## config.mk

```make
export PLATFORM = sky130hd
export DESIGN_NAME = mult_sched
export DESIGN_NICKNAME = d
export VERILOG_FILES = /design/src/rtl/mult_sched.sv
export SDC_FILE = /design/constraint.sdc
export NUM_CORES = 1
export LEC_CHECK = 0
export ABC_AREA = 1
export BUFFER_PORTS_ARGS = -buffer_cell sky130_fd_sc_hd__buf_2
export CAP_MARGIN = 5
export CORE_AREA = 2 2 134 136
export DETAILED_ROUTE_END_ITERATION = 12
export DIE_AREA = 0 0 136 138
export PLACE_DENSITY = 0.62
export SYNTH_ARGS = -nofsm -noshare
export SYNTH_HDL_FRONTEND = slang
export SYNTH_SLANG_ARGS = --single-unit
```

## constraint.sdc

```tcl
create_clock -name clk -period 2.1 [get_ports clk]
set_clock_uncertainty 0.05 [all_clocks]
set_input_delay 0.525 -clock clk [delete_from_list [all_inputs] [get_ports clk]]
set_output_delay 0.525 -clock clk [all_outputs]
set_load 0.02 [all_outputs]
```

## src/rtl/mult_sched.sv

```systemverilog
// Round-robin scheduler sharing one multi-cycle multiplier between two requesters.
// Operands are latched at grant and held on the multiplier port until the response leaves.
module mult_sched #(
  parameter int TIMEOUT = 40
) (
  input  logic        clk,
  input  logic        rst,
  input  logic        req0_valid,
  output logic        req0_ready,
  input  logic [31:0] req0_a,
  input  logic [31:0] req0_b,
  input  logic [4:0]  req0_ctrl,
  input  logic        req1_valid,
  output logic        req1_ready,
  input  logic [31:0] req1_a,
  input  logic [31:0] req1_b,
  input  logic [4:0]  req1_ctrl,
  output logic [31:0] m_a,
  output logic [31:0] m_b,
  output logic [4:0]  m_ctrl,
  output logic        m_start,
  input  logic        m_done,
  input  logic [31:0] m_lower,
  input  logic [31:0] m_higher,
  output logic        rsp_valid,
  input  logic        rsp_ready,
  output logic        rsp_id,
  output logic [31:0] rsp_lower,
  output logic [31:0] rsp_higher,
  output logic        rsp_err,
  output logic        busy
);

  localparam logic [1:0] S_IDLE  = 2'd0;
  localparam logic [1:0] S_ISSUE = 2'd1;
  localparam logic [1:0] S_WAIT  = 2'd2;
  localparam logic [1:0] S_RESP  = 2'd3;

  localparam logic [7:0] TO_LAST = 8'(TIMEOUT - 1);

  logic [1:0] state;
  logic [7:0] cnt;
  logic       rr_prio;
  logic       grant_any;
  logic       grant_id;

  // rr_prio names the requester that wins when both are pending.
  always_comb begin
    grant_any = (state == S_IDLE) && !rst && (req0_valid || req1_valid);
    grant_id  = (req0_valid && req1_valid) ? rr_prio : req1_valid;
  end

  assign req0_ready = grant_any && !grant_id;
  assign req1_ready = grant_any &&  grant_id;
  assign m_start    = (state == S_ISSUE);
  assign rsp_valid  = (state == S_RESP);
  assign busy       = (state != S_IDLE);

  always_ff @(posedge clk) begin
    if (rst) begin
      state      <= S_IDLE;
      cnt        <= '0;
      rr_prio    <= 1'b0;
      rsp_id     <= 1'b0;
      m_a        <= '0;
      m_b        <= '0;
      m_ctrl     <= '0;
      rsp_lower  <= '0;
      rsp_higher <= '0;
      rsp_err    <= 1'b0;
    end else begin
      case (state)
        S_IDLE: begin
          if (grant_any) begin
            m_a     <= grant_id ? req1_a    : req0_a;
            m_b     <= grant_id ? req1_b    : req0_b;
            m_ctrl  <= grant_id ? req1_ctrl : req0_ctrl;
            rsp_id  <= grant_id;
            rr_prio <= ~grant_id;
            state   <= S_ISSUE;
          end
        end
        S_ISSUE: begin
          cnt   <= '0;
          state <= S_WAIT;
        end
        S_WAIT: begin
          // A done pulse on the last allowed cycle still counts as success.
          if (m_done) begin
            rsp_lower  <= m_lower;
            rsp_higher <= m_higher;
            rsp_err    <= 1'b0;
            state      <= S_RESP;
          end else if (cnt == TO_LAST) begin
            rsp_lower  <= '0;
            rsp_higher <= '0;
            rsp_err    <= 1'b1;
            state      <= S_RESP;
          end else begin
            cnt <= cnt + 8'd1;
          end
        end
        S_RESP: begin
          if (rsp_ready) state <= S_IDLE;
        end
        default: state <= S_IDLE;
      endcase
    end
  end

endmodule

```

==> PnR_summary.wiki <==
{| class="wikitable"
! Metric !! Value
|-
| Total of hold buffers inserted after clock tree synthesis || 0
|-
| Total negative slack || 0 ns
|-
| Routed via count divided by cell count || 4.63
|-
| Horiz. Die Dim || 136 um
|-
| Detailed Route Iter0 Violations || 207
|-
| # IOs || 348
|-
| Wire length reported by the detailed router || 19.5 mm
|-
| Wire length of the first global-routing pass || 29.6 mm
|-
| Gp weighted congestion || 0.861
|-
| Buf/Inv on CP || 2
|-
| Share of the core filled with cells || 47.8%
|-
| Mean instance size in the synthesized netlist || 7.36 sq um
|-
| Tmin final || 2.02 ns
|-
| Highest clock rate || 496 MHz
|-
| Number of remaining DRC errors || 0
|-
| First element of the critical path || state[1]
|-
| Syn Inst Count || 781
|-
| Part of the Yosys area used for sequential elements || 50.8%
|-
| Dpl hpwl || 13.9 mm
|-
| Pre-CTS setup slack || 0.141 ns
|-
| CP top delay family || flip-flops
|-
| Maximum fanout along the worst path || 4
|-
| Combined area of all synthesized cells || 5750 sq um
|-
| Cell leakage power || 3.84 nW
|-
| TritonCTS clock tree || built
|-
| Initial antenna violation count || 3
|-
| Placeable core area || 17500 sq um
|-
| Die H || 138 um
|-
| Actual transition at the worst max-transition pin || 0.649 ns
|-
| CTS Root Buffer Type || sky130_fd_sc_hd__clkbuf_16
|-
| Start of the worst register-to-register path || state[0]
|-
| Site row count || 49
|-
| DRT Pass-1 Iters || 6
|-
| Clk buf depth || 2
|-
| Number of enable-type register cells in the synthesized netlist || 0
|-
| Slew Limit Headroom || 56.8%
|-
| Share of synthesized registers carrying an async set or reset || 0%
|-
| Total of warnings raised by yosys || 0
|-
| Average wire per cell in the routed design || 14.4 um
|-
| Required @ worst endpoint || 1.52 ns
|-
| Number of hold violations in the final report || 0
|-
| Layout cell share with drive strength beyond 1 || 36.3%
|-
| Worst-path cell chain || inv_2, ha_4, nand3_4, nor2_4, buf_6
|-
| Critical-path cell with the highest stage delay || sky130_fd_sc_hd__dfxtp_1
|-
| Most common cell after layout, fill and taps aside || sky130_fd_sc_hd__nand2_1
|-
| Die Outline Area || 18800 sq um
|-
| Total via count in the routed design || 6288
|-
| Layout area overhead || 45.8%
|-
| Number of nets in the final layout || 1328
|-
| Final number of max-transition violations || 0
|-
| Most frequently used flop master after synthesis || sky130_fd_sc_hd__dfxtp_1
|-
| Netlist cell types || 22
|-
| Initial Util || 32.8%
|-
| HP Class || input port to register
|-
| Synth Net Count || 995
|-
| Clock latency of the later-clocked register in the worst-skew pair || 0.41 ns
|-
| Worst IR drop on VDD || 0.000541 V
|-
| Hold_sp || req1_a[6]
|-
| Number of maximum-capacitance violations || 0
|-
| Power per Cell Area || 1130 nW/um^2
|-
| Critical Path Sink Type || output pin
|-
| Number of global-route vias before repair || 5858
|-
| WS Path Type || register to output pin
|-
| Overall routing resource usage || 20.0%
|-
| Sum of internal, switching and leakage power || 0.00945 W
|-
| Total number of clock tree sinks || 146
|-
| Crit share post-route || 96.0%
|-
| Outcome || finished, final reports clean
|-
| Worst Setup Slack, final || 0.0847 ns
|-
| Critical path arrival || 1.44 ns
|-
| Slowest cell delay on critical path || 0.33 ns
|-
| Setup crit start kind || register
|-
| Antenna-violating nets left || 0
|-
| Total gr overflow || 0
|-
| Final setup violation count || 0
|-
| Number of flip-flops and latches in the synthesized netlist || 146
|-
| Clock transition time at the flip-flop clock pins of the worst setup and hold paths || 0.06 ns
|-
| CTS H-tree lvls || 4
|-
| Final hold slack || 0.278 ns
|-
| Number of input and output port buffers inserted || 347
|-
| RSZ-0062 raised after global routing || false
|-
| Total CTS buffers || 17
|-
| Most frequent cells in the layout || 365 x sky130_fd_sc_hd__nand2_1, 344 x sky130_fd_sc_hd__buf_2, 145 x sky130_fd_sc_hd__dfxtp_1
|-
| Pin count of the biggest net entering global routing || 137
|}
-- routing by layer --
metal  vias to the layer above  routed length [um]  track usage [%]
met3                        31                1900             7.41
met5                         -                  24                0
met4                         4                 418             7.13
met2                       261                9120             33.1
met1                      2783                8030             23.6
li1                       3209                   -                -
-- sequential cells by signal, summed over array words and instances (netlist names) --
signal / flops
rsp_err: 1
m_ctrl: 5
rsp_higher: 32
rr_prio: 1
rsp_id: 1
state: 2
m_a: 32
rsp_lower: 32
m_b: 32
cnt: 8
-- through the flow --
stage / cells / cell area (sq um)
after global routing: 1357 / 8380
after detailed placement: 1322 / 7720
final: 1357 / 8380
after CTS: 1355 / 8360
after global placement: 1322 / 7720
after floorplan: 781 / 5750
-- kinds of logic (layout without fill, tap and decap cells) --
kind of cell	after synthesis	after routing	share of synthesized area [%]
flip-flops	146	146	50.8
buffers and inverters	73	419	5.46
other	0	1	0
AND/OR/NAND/NOR	406	406	27.6
adder cells (fa/ha/maj)	6	6	1.31
AO/OA/AOI/OAI	150	150	14.7
-- synth_stat cells (2+ instances only) --
cell type / count / area share (%)
sky130_fd_sc_hd__inv_1: 21 / 1.4
sky130_fd_sc_hd__dfxtp_1: 146 / 51
sky130_fd_sc_hd__a21oi_1: 75 / 6.5
sky130_fd_sc_hd__a31oi_1: 69 / 7.5
sky130_fd_sc_hd__nand3_1: 6 / 0.52
sky130_fd_sc_hd__buf_2: 29 / 2.5
sky130_fd_sc_hd__ha_1: 6 / 1.3
sky130_fd_sc_hd__clkbuf_1: 21 / 1.4
sky130_fd_sc_hd__nor2_2: 2 / 0.22
sky130_fd_sc_hd__nor2_1: 22 / 1.4
sky130_fd_sc_hd__nand4_1: 6 / 0.65
sky130_fd_sc_hd__o21ai_0: 3 / 0.26
sky130_fd_sc_hd__nor2_4: 2 / 0.39
sky130_fd_sc_hd__nand2_1: 365 / 24
-- cell type report --
cell class	count	area, sq um
Fill cell	1855	9160
Sequential cell	146	2920
Multi-Input combinational cell	562	2530
Timing Repair Buffer	365	1930
Clock buffer	19	443
Tap cell	229	287
Clock inverter	13	175
Inverter	22	85.1
Antenna cell	1	2.50
-- worst register-to-register path: stages (launching register included) --
cell and delay (ns):
sky130_fd_sc_hd__dfxtp_2 0.38, sky130_fd_sc_hd__inv_4 0.06, sky130_fd_sc_hd__ha_1 0.27, sky130_fd_sc_hd__inv_1 0.21, sky130_fd_sc_hd__nor2_2 0.09, sky130_fd_sc_hd__nor2_4 0.10
sky130_fd_sc_hd__buf_12 0.26, sky130_fd_sc_hd__nand2_1 0.16, sky130_fd_sc_hd__a21oi_1 0.14
-- report_power, final --
group / switching, W / leakage (nW) / internal, W
Clock: 0.00124 / 0.289 / 0.00192
Sequential: 0.000219 / 1.19 / 0.00317
Combinational: 0.00185 / 2.36 / 0.00104
Total: 0.00332 / 3.84 / 0.00614
-- path summary, 6_finish.rpt --
check / to / slack (ns) / cells past startpoint
worst max-delay path: req0_ready / 0.08 / 5
worst min-delay path: m_a[6] / 0.28 / 3
worst max register to register: rsp_higher[31] / 0.31 / 8
worst min register to register: rsp_lower[25] / 0.41 / 2
-- timing repair --
item | in CTS | in global routing
pin swaps | 1 | 2
setup buffers | 1 | 1
endpoints found under the setup margin | 2 | 2
gates resized for setup | 6 | 3
hold endpoints to repair | 0 | 0
(Power assumes the default switching activity.)
